==> src/rtl/pipe_bus_pkg.sv <==
// Shared pipeline bus widths, field layouts and load-op encodings.
// Imported by every stage that produces or consumes the MEM-stage buses.
package pipe_bus_pkg;

  localparam int EX2MEM_W = 80;
  localparam int MEM2WB_W = 72;
  localparam int MEM2ID_W = 40;
  localparam int MEM2EX_W = 3;

  // MEM->WB field positions
  localparam int WB_PC_LSB     = 40;
  localparam int WB_WE_BIT     = 39;
  localparam int WB_WADDR_LSB  = 34;
  localparam int WB_RESULT_LSB = 2;
  localparam int WB_EXCEP_BIT  = 1;
  localparam int WB_ERTN_BIT   = 0;

  // MEM->ID field positions
  localparam int ID_RES_MEM_BIT = 39;
  localparam int ID_WE_BIT      = 38;
  localparam int ID_WADDR_LSB   = 33;
  localparam int ID_RESULT_LSB  = 1;
  localparam int ID_PENDING_BIT = 0;

  // Load op encodings, packed as {op_b, op_h, op_u}
  typedef enum logic [2:0] {
    LD_W  = 3'b000,
    LD_HU = 3'b011,
    LD_H  = 3'b010,
    LD_BU = 3'b101,
    LD_B  = 3'b100
  } load_op_e;

  typedef struct packed {
    logic [31:0] pc;
    logic        res_from_mem;
    logic        rf_we;
    logic [4:0]  rf_waddr;
    logic [31:0] alu_result;
    logic [1:0]  addr_lo;
    logic        op_b;
    logic        op_h;
    logic        op_u;
    logic        excep_en;
    logic        ertn_flush;
    logic        mem_req;
    logic        srch_conflict;
  } ex_to_mem_t;

endpackage

==> src/rtl/load_align.sv <==
// Combinational load-data extraction: picks the byte/half/word addressed by
// addr_lo and zero- or sign-extends it to 32 bits.
module load_align (
  input  logic [31:0] rdata,
  input  logic [1:0]  addr_lo,
  input  logic        op_b,
  input  logic        op_h,
  input  logic        op_u,
  output logic [31:0] result
);

  logic [7:0]  byte_sel;
  logic [15:0] half_sel;

  always_comb begin
    byte_sel = rdata[7:0];
    case (addr_lo)
      2'd0: byte_sel = rdata[7:0];
      2'd1: byte_sel = rdata[15:8];
      2'd2: byte_sel = rdata[23:16];
      2'd3: byte_sel = rdata[31:24];
      default: byte_sel = rdata[7:0];
    endcase
    half_sel = addr_lo[1] ? rdata[31:16] : rdata[15:0];

    if (op_b) begin
      result = {{24{byte_sel[7] & ~op_u}}, byte_sel};
    end else if (op_h) begin
      result = {{16{half_sel[15] & ~op_u}}, half_sel};
    end else begin
      result = rdata;
    end
  end

endmodule

==> src/rtl/mem_stage.sv <==
// MEM pipeline stage: waits for the data-SRAM response, aligns load data and
// forwards to WB; responses of flushed requests are counted and discarded.
module mem_stage
  import pipe_bus_pkg::*;
#(
  parameter int CANCEL_W = 2
) (
  input  logic                clk,
  input  logic                reset,
  input  logic                flush,
  input  logic                ex_to_mem_valid,
  output logic                mem_allowin,
  input  logic [EX2MEM_W-1:0] ex_to_mem_bus,
  output logic [MEM2EX_W-1:0] mem_to_ex_bus,
  output logic [MEM2ID_W-1:0] mem_to_id_bus,
  input  logic                data_sram_data_ok,
  input  logic [31:0]         data_sram_rdata,
  input  logic                wb_allowin,
  output logic                mem_to_wb_valid,
  output logic [MEM2WB_W-1:0] mem_to_wb_bus
);

  localparam logic [CANCEL_W-1:0] CANCEL_MAX = '1;

  // Handshake: a stage transfers when its valid and the consumer's allowin are
  // both high at a rising edge; MEM holds its payload while allowin is low.
  ex_to_mem_t          pl;
  logic                mem_valid;
  logic                buf_valid;
  logic [31:0]         rdata_buf;
  logic [CANCEL_W-1:0] cancel_cnt;
  logic [CANCEL_W-1:0] cancel_next;

  logic        resp_mine;
  logic        swallow;
  logic        cancel_inc;
  logic        ready_go;
  logic        leave;
  logic        capture;
  logic        data_pending;
  logic [31:0] rdata;
  logic [31:0] load_data;
  logic [31:0] final_result;

  assign resp_mine       = data_sram_data_ok & (cancel_cnt == '0);
  assign swallow         = data_sram_data_ok & (cancel_cnt != '0);
  assign ready_go        = ~pl.mem_req | buf_valid | resp_mine;
  assign mem_allowin     = ~mem_valid | (ready_go & wb_allowin);
  assign mem_to_wb_valid = mem_valid & ready_go;
  assign leave           = mem_to_wb_valid & wb_allowin;
  assign capture         = mem_valid & pl.mem_req & resp_mine & ~wb_allowin & ~buf_valid;
  assign cancel_inc      = flush & mem_valid & pl.mem_req & ~buf_valid & ~resp_mine;
  assign data_pending    = mem_valid & pl.res_from_mem & ~ready_go;

  assign rdata        = buf_valid ? rdata_buf : data_sram_rdata;
  assign final_result = pl.res_from_mem ? load_data : pl.alu_result;

  load_align u_load_align (
    .rdata   (rdata),
    .addr_lo (pl.addr_lo),
    .op_b    (pl.op_b),
    .op_h    (pl.op_h),
    .op_u    (pl.op_u),
    .result  (load_data)
  );

  // A coinciding swallow and increment leave the count unchanged.
  always_comb begin
    cancel_next = cancel_cnt;
    case ({cancel_inc, swallow})
      2'b10:   if (cancel_cnt != CANCEL_MAX) cancel_next = cancel_cnt + CANCEL_W'(1);
      2'b01:   cancel_next = cancel_cnt - CANCEL_W'(1);
      default: cancel_next = cancel_cnt;
    endcase
  end

  always_ff @(posedge clk) begin
    if (reset) begin
      mem_valid  <= 1'b0;
      pl         <= '0;
      buf_valid  <= 1'b0;
      rdata_buf  <= 32'h0;
      cancel_cnt <= '0;
    end else begin
      if (flush) begin
        mem_valid <= 1'b0;
      end else if (mem_allowin) begin
        mem_valid <= ex_to_mem_valid;
      end
      if (ex_to_mem_valid & mem_allowin) begin
        pl <= ex_to_mem_bus;
      end
      if (flush | leave) begin
        buf_valid <= 1'b0;
      end else if (capture) begin
        buf_valid <= 1'b1;
        rdata_buf <= data_sram_rdata;
      end
      cancel_cnt <= cancel_next;
    end
  end

  always_comb begin
    mem_to_wb_bus                          = '0;
    mem_to_wb_bus[WB_PC_LSB +: 32]         = pl.pc;
    mem_to_wb_bus[WB_WE_BIT]               = pl.rf_we;
    mem_to_wb_bus[WB_WADDR_LSB +: 5]       = pl.rf_waddr;
    mem_to_wb_bus[WB_RESULT_LSB +: 32]     = final_result;
    mem_to_wb_bus[WB_EXCEP_BIT]            = pl.excep_en;
    mem_to_wb_bus[WB_ERTN_BIT]             = pl.ertn_flush;

    mem_to_id_bus                          = '0;
    mem_to_id_bus[ID_RES_MEM_BIT]          = pl.res_from_mem & mem_valid;
    mem_to_id_bus[ID_WE_BIT]               = pl.rf_we & mem_valid;
    mem_to_id_bus[ID_WADDR_LSB +: 5]       = pl.rf_waddr;
    mem_to_id_bus[ID_RESULT_LSB +: 32]     = final_result;
    mem_to_id_bus[ID_PENDING_BIT]          = data_pending;

    mem_to_ex_bus = {pl.excep_en & mem_valid, pl.ertn_flush & mem_valid,
                     pl.srch_conflict & mem_valid};
  end

  cancel_no_overflow: assert property (@(posedge clk) disable iff (reset)
    !(cancel_inc && !swallow && cancel_cnt == CANCEL_MAX));

  no_stray_response: assert property (@(posedge clk) disable iff (reset)
    !(data_sram_data_ok && cancel_cnt == '0 && !(mem_valid && pl.mem_req && !buf_valid)));

endmodule

==> config.mk <==
export PLATFORM = sky130hd
export DESIGN_NAME = mem_stage
export DESIGN_NICKNAME = d
export VERILOG_FILES = /design/src/rtl/pipe_bus_pkg.sv /design/src/rtl/load_align.sv /design/src/rtl/mem_stage.sv
export SDC_FILE = /design/constraint.sdc
export NUM_CORES = 1
export LEC_CHECK = 0
export ABC_CLOCK_PERIOD_IN_PS = 7860
export BUFFER_PORTS_ARGS = -buffer_cell sky130_fd_sc_hd__clkbuf_2
export CORE_UTILIZATION = 55
export DETAILED_ROUTE_END_ITERATION = 12
export GPL_TIMING_DRIVEN = 0
export MAX_ROUTING_LAYER = met4
export PLACE_DENSITY_LB_ADDON = 0.1
export SLEW_MARGIN = 20
export SYNTH_ARGS = -nofsm -noshare
export SYNTH_HDL_FRONTEND = slang
export SYNTH_HIERARCHICAL = 1
export SYNTH_SLANG_ARGS = --single-unit
==> constraint.sdc <==
create_clock -name clk -period 7.86 [get_ports clk]
set_clock_uncertainty 0.15 [all_clocks]
set_input_delay 1.965 -clock clk [delete_from_list [all_inputs] [get_ports clk]]
set_output_delay 1.965 -clock clk [all_outputs]
set_load 0.005 [all_outputs]
==> results.md, run 1 <==
- Status: completed
- Mapped Area: 6870 sq um
- Root Driver: clkbuf_16
- Reg power frac: 0.343
- Hold_sp: pl[0]$_SDFFE_PP0P_
- TritonCTS Buffers: 17
- DP Wirelength: 14,200 um
- Netlist cell types: 40
- Critical Path AT: ~3800 ps
- Total gr overflow: 0
- PD cells: 207 nW/um^2
- Final Critical Period: 5930 ps
- Ys Warns: 6
- Min-Delay Path Class: register to register
- Clock Tree Buf Depth: 2
- Die Y: 114 um
- Finish-stage setup viols: 0
- Mapped Cells: 787
- Crit path launch type: primary input
- Synth top area cells: dfxtp_1 (34%), mux2i_1 (20%), nand2_1 (13%)
- Peak supply drop: 141 uV
- Clock sink count: roughly 120
- Top-area cell type share of the netlist area: 0.338
- Average wire per standard cell: 15.7 um
- Overall die area: 12,900 sq um
- Register area share after synthesis: 0.338
- Post-CTS Resized: 0
- CTS H-tree depth: 4
- Power share of the clock group: 0.480
- Final Util: 0.736
- DRT Wirelength: 19,100 um
- Reg2reg setup slack: 5810 ps
- Unrepaired setup endpoints after global routing: no
- Critical Path Fanout Max: 10
- Final Slew Violations: 0
- Inst Count DP: 1,188
- Psw: 0.000460 W
- Hold EP: pl[0]$_SDFFE_PP0P_
- GPL Wtd Cong: around 0.92
- Vias in the first global route: 5,930
- Num rows: 40
- Post-route DRC violation count: 0
- Max_cap viols: 0
- Iteration-0 DRC Markers: 432
- Drt via density: 5.13
- Leak: 4.41 nW
- Clock slew at reported path FFs: about 50 ps
- Setup Fix Bufs, Post-CTS: 0
- Pint: 0.00139 W
- CTS tree: done
- Vias post-DR: 6,253
- Top post-synthesis cells by count: nand2_1 (242), mux2i_1 (134), dfxtp_1 (116)
- Worst r2r path cells: 5
- Worst-margin pin slew: 637 ps
- Nets: 1,157
- Top FF cell, synth: dfxtp_1
- Layout cells sized above 1: 0.424
- Area growth syn-to-layout: 29.8%
- Global Route Usage Sum: 0.308
- Hold Path Depth: 2
- Drt pass-1 iters: 5
- Crit end category: output port
- Initial antenna violation count: 0
- Layout fillers: 977
- Syn nets: 905
- Max Freq: roughly 170 MHz
- Asr flop ratio synth: 0
- Die Width: 114 um
- RR Endpoint: rdata_buf[1]$_SDFFE_PP0P_
- N_diodes: 0
- Number of enable flip-flop cells after synthesis: 0
- Average cell area after synthesis: 8.72 sq um
- Net Sw Frac: 0.249
- Critical Path RT: 5750 ps
- #FFs+latches synth: between 100 and 150
- Worst-Skew Late Latency: 420 ps
- Comb pwr share: 0.178
- First-pass GRT wire length: between 20,000 and 30,000 um
- Yosys top cell by area: dfxtp_1
- Period utilisation layout: 0.755
- CP Class: primary input to output port
- Io pins: about 240
- Core box area: 12,100 sq um
- Reg2reg start: buf_valid$_SDFFE_PP0P_
- TNS Setup: 0 ps
- Initial core utilization: 0.567
- Hold_buf cts: 0
- Worst relative slew slack: 0.575
- Largest net degree at the start of global routing: 17
- Most common cell in the synthesized netlist: nand2_1
- IO buf count: 233
- Layout Cells excl Fill: 1,220
- Final Hold Vio Count: 0
- Post-DRT Antenna Nets: 0
cell usage in the layout (no fill, tap or decap), types with 2 or more instances in the layout:
master and instances:
o21ai_0 10, buf_6 5, a211oi_1 9, clkbuf_16 17, bufinv_16 6, nor2_1 7
and2_1 7, clkbuf_2 233, clkinvlp_4 4, buf_4 89, nand2_2 2, clkbuf_1 29
nor3b_1 2, mux2i_1 134, dfxtp_1 116, buf_1 5, mux2_2 66, nand2_1 242
nand3_1 16, nor2b_1 3, clkinv_2 2, buf_2 9, and3_1 8, a221oi_1 7
inv_1 2
layer usage:
metal  wire, um  track usage  vias up
met5          0            -        -
met4        528        0.130        0
met2       9260        0.507      241
li1           -            -     3069
met1       8140        0.360     2889
met3       1210       0.0712       54
cell families (layout without fill, tap and decap cells):
group,Yosys count,in the layout,synth area share
AND/OR/NAND/NOR,296,296,0.183
flip-flops,116,116,0.338
buffers and inverters,139,404,0.132
multiplexers,201,201,0.306
AO/OA/AOI/OAI,35,35,0.0408
how the worst max path moves through the flow:
stage                   startpoint                 to
2_1_floorplan  data_sram_rdata[31]  mem_to_wb_bus[23]
3_3_place_gp   data_sram_rdata[31]  mem_to_wb_bus[32]
3_5_place_dp   data_sram_rdata[31]  mem_to_wb_bus[32]
4_1_cts        data_sram_rdata[31]  mem_to_wb_bus[32]
5_1_grt        data_sram_rdata[31]  mem_to_wb_bus[32]
6_report       data_sram_rdata[31]  mem_to_wb_bus[32]
area by class of cell:
| cell class | instances | area (sq um) | share of cell area |
|---|---|---|---|
| multi-input cells | 532 | 3640 | 0.408 |
| flip-flops and latches | 116 | 2320 | 0.261 |
| repair buffers | 233 | 1170 | 0.131 |
| plain buffers | 136 | 893 | 0.100 |
| clock buffers | 19 | 443 | 0.0497 |
| clock inverters | 13 | 229 | 0.0257 |
| well taps | 168 | 210 | 0.0236 |
| inverters | 3 | 11.3 | 0.00126 |
power by group through the flow:
stage	logic, W	registers, W	clock network (W)
after floorplan	0.000201	0.000640	0
after global placement	0.000322	0.000644	0
after detailed placement	0.000326	0.000644	0
after CTS	0.000328	0.000632	0.000893
after global routing	0.000356	0.000636	0.000920
final	0.000328	0.000633	0.000886
worst max-delay path: stages:
cell	delay [ps]
clkbuf_2	100
mux2_2	310
mux2_2	310
a32oi_4	320
buf_6	180
nand3_1	100
mux2_2	300
buf_4	130
clkbuf_2	100
registers in the layout, indices dropped and copies added (netlist names):
| name | flops |
|---|---|
| mem_valid | 1 |
| mem_to_wb_bus | 35 |
| mem_to_id_bus | 5 |
| rdata_buf | 32 |
| buf_valid | 1 |
| cancel_cnt | 2 |
| pl | 40 |
stage by stage:
| stage | hold slack (ps) | total power, W | area [sq um] | setup WS (ps) |
|---|---|---|---|---|
| final | 303 | 0.00185 | 8910 | 1930 |
| after global routing | 316 | 0.00191 | 8910 | 1860 |
| after CTS | 303 | 0.00185 | 8910 | 1930 |
| after detailed placement | 295 | 0.000970 | 8240 | 1940 |
| after global placement | 291 | 0.000966 | 8240 | 1950 |
| after floorplan | 280 | 0.000841 | 6870 | 2300 |
No activity file was read; power rests on OpenSTA's default activity.
==> inputs of run 2 (changes only) <==
Settings changed: ABC_CLOCK_PERIOD_IN_PS 7860 to 5890, CORE_UTILIZATION 55 to 51.
Clock period 7.86 ns to 5.89 ns, I/O delays scaled along.
==> run 2 against run 1 <==
  * Cell area fell by 0.93%
  * Core utilization is 6.6 points lower
  * Register-to-register slack worse by 1900 ps
  * Sequential power increased by 33%
  * Cell count rose by 0.49%
==> results.md, run 2 (synthesis gave the netlist of run 1 again) <==
- Drt via density: 4.97 (-3.1%)
- CP Class: primary input to output port
- DRT Wirelength: 18,500 um (-3.4%)
- First-pass GRT wire length: 29,400 um (about the same)
- Peak supply drop: 206 uV (+47%)
- Power share of the clock group: 0.444 (-0.036)
- Num rows: 42 (+5.0%)
- Io pins: 235 (unchanged)
- Critical Path AT: 3310 ps (-510 ps)
- Layout Cells excl Fill: 1,226 (+0.49%)
- Critical Path Fanout Max: 10 (unchanged)
- Worst r2r path cells: 5 (unchanged)
- Worst-margin pin slew: 643 ps (+5.44 ps)
- Iteration-0 DRC Markers: 344 (-20%)
- Layout fillers: 1,183 (+21%)
- Average wire per standard cell: 15.1 um (-3.9%)
- Core box area: 13,200 sq um (+8.9%)
- Vias in the first global route: 5,748 (-3.1%)
- Comb pwr share: 0.189 (+0.011)
- Crit end category: output port
- DP Wirelength: 14,000 um (-1.9%)
- Overall die area: 13,900 sq um (+7.7%)
- Inst Count DP: 1,196 (+0.67%)
- Status: completed
- Setup Fix Bufs, Post-CTS: 0 (unchanged)
- Clock sink count: 116 (unchanged)
- N_diodes: 0 (unchanged)
- Hold_buf cts: 0 (unchanged)
- Min-Delay Path Class: register to register
- Final hold slack: 302 ps (-1.20 ps)
- TritonCTS Buffers: 17 (unchanged)
- Clock Tree Buf Depth: 2 (unchanged)
- Max FFs per register: 40 (unchanged)
- Top reg by flops: pl
- Die Width: 118 um (+3.8%)
- Psw: 0.000579 W (+26%)
- PD cells: 260 nW/um^2 (+26%)
- CTS tree: done
- Max_cap viols: 0 (unchanged)
- Vias post-DR: 6,090 (-2.6%)
- Period utilisation layout: 0.837
- Final Slew Violations: 0 (unchanged)
- CTS H-tree depth: 4 (unchanged)
- Total gr overflow: 0 (unchanged)
- Finish-stage setup viols: 0 (unchanged)
- Most common cell after layout, fill and taps aside: nand2_1
- Worst-Skew Late Latency: 420 ps (about the same)
- Critical Path RT: 4270 ps (-1480 ps)
- Global Route Usage Sum: 0.280 (-0.0275)
- Final Hold Vio Count: 0 (unchanged)
- TNS Setup: 0 ps (unchanged)
- Post-DRT Antenna Nets: 0 (unchanged)
- Crit path launch type: primary input
- Unrepaired setup endpoints after global routing: no
- Most frequent cells in the layout: nand2_1 (242), clkbuf_2 (233), mux2i_1 (134)
- Net Sw Frac: 0.252 (+0.00286)
- Initial core utilization: 0.520 (-0.0463)
- Root Driver: clkbuf_16
- Pwr Total: 0.00230 W (+25%)
- Post-CTS Resized: 0 (unchanged)
- Die Y: 118 um (+3.8%)
- Hold Path Depth: 2 (unchanged)
- Final Critical Period: 4930 ps
- GPL Wtd Cong: 0.896 (-2.8%)
- Initial antenna violation count: 0 (unchanged)
- Drt pass-1 iters: 4 (-1)
- Clock slew at reported path FFs: 50 ps (about the same)
- Nets: 1,157 (unchanged)
- IO buf count: 233 (unchanged)
- Area growth syn-to-layout: 28.6%
- Reg power frac: 0.367 (+0.024)
- Leak: 4.38 nW (-0.67%)
- Worst relative slew slack: 0.572 (-0.00362)
- Post-route DRC violation count: 0 (unchanged)
- Pint: 0.00172 W (+24%)
- Layout cells sized above 1: 0.420 (-0.00395)
- Max Freq: 203 MHz
- Largest net degree at the start of global routing: 17 (unchanged)
## run 2: worst max-delay path: stages
cell,delay [ps]
clkbuf_2,100
mux2_2,310
mux2_2,300
a32oi_4,320
buf_6,180
nand3_1,90
mux2_2,300
buf_4,130
clkbuf_2,100
## run 2: metrics by stage
step	setup WS, ps	util	cell area (sq um)
CTS	960	0.670	8830
detailed placement	962	0.626	8250
finish	960	0.670	8830
global route	917	0.670	8830
floorplan	1320	-	6870
global placement	957	0.626	8250
## run 2: power groups by stage
stage | Combinational, W | Clock [W] | Sequential [W]
after floorplan | 0.000269 | 0 | 0.000854
after global placement | 0.000431 | 0 | 0.000858
after detailed placement | 0.000433 | 0 | 0.000859
after CTS | 0.000436 | 0.00103 | 0.000843
after global routing | 0.000473 | 0.00107 | 0.000847
final | 0.000436 | 0.00102 | 0.000844
## run 2: cell type report
type                    instances  area [sq um]  area share
multi-input cells             532          3640       0.412
clock inverters                 4          70.1     0.00793
repair buffers                233          1170       0.132
clock buffers                  26           509      0.0577
plain buffers                 136           893       0.101
flip-flops and latches        116          2320       0.263
inverters                       3          11.3     0.00128
well taps                     176           220      0.0249
## run 2: worst paths after layout
path / from / to / slack [ps]
setup / recovery: data_sram_rdata[31] / mem_to_wb_bus[32] / 960
hold / removal: rdata_buf[11]$_SDFFE_PP0P_ / rdata_buf[11]$_SDFFE_PP0P_ / 300
setup reg to reg: buf_valid$_SDFFE_PP0P_ / rdata_buf[19]$_SDFFE_PP0P_ / 3880
hold reg to reg: rdata_buf[11]$_SDFFE_PP0P_ / rdata_buf[11]$_SDFFE_PP0P_ / 300
## run 2: layer usage
layer / wire length (um) / share of wire / track usage / vias up
met5: 0 / 0 / - / -
met1: 8540 / 0.46 / 0.346 / 2776
met2: 8630 / 0.47 / 0.446 / 219
li1: - / - / - / 3067
met3: 968 / 0.052 / 0.0586 / 28
met4: 352 / 0.019 / 0.110 / 0
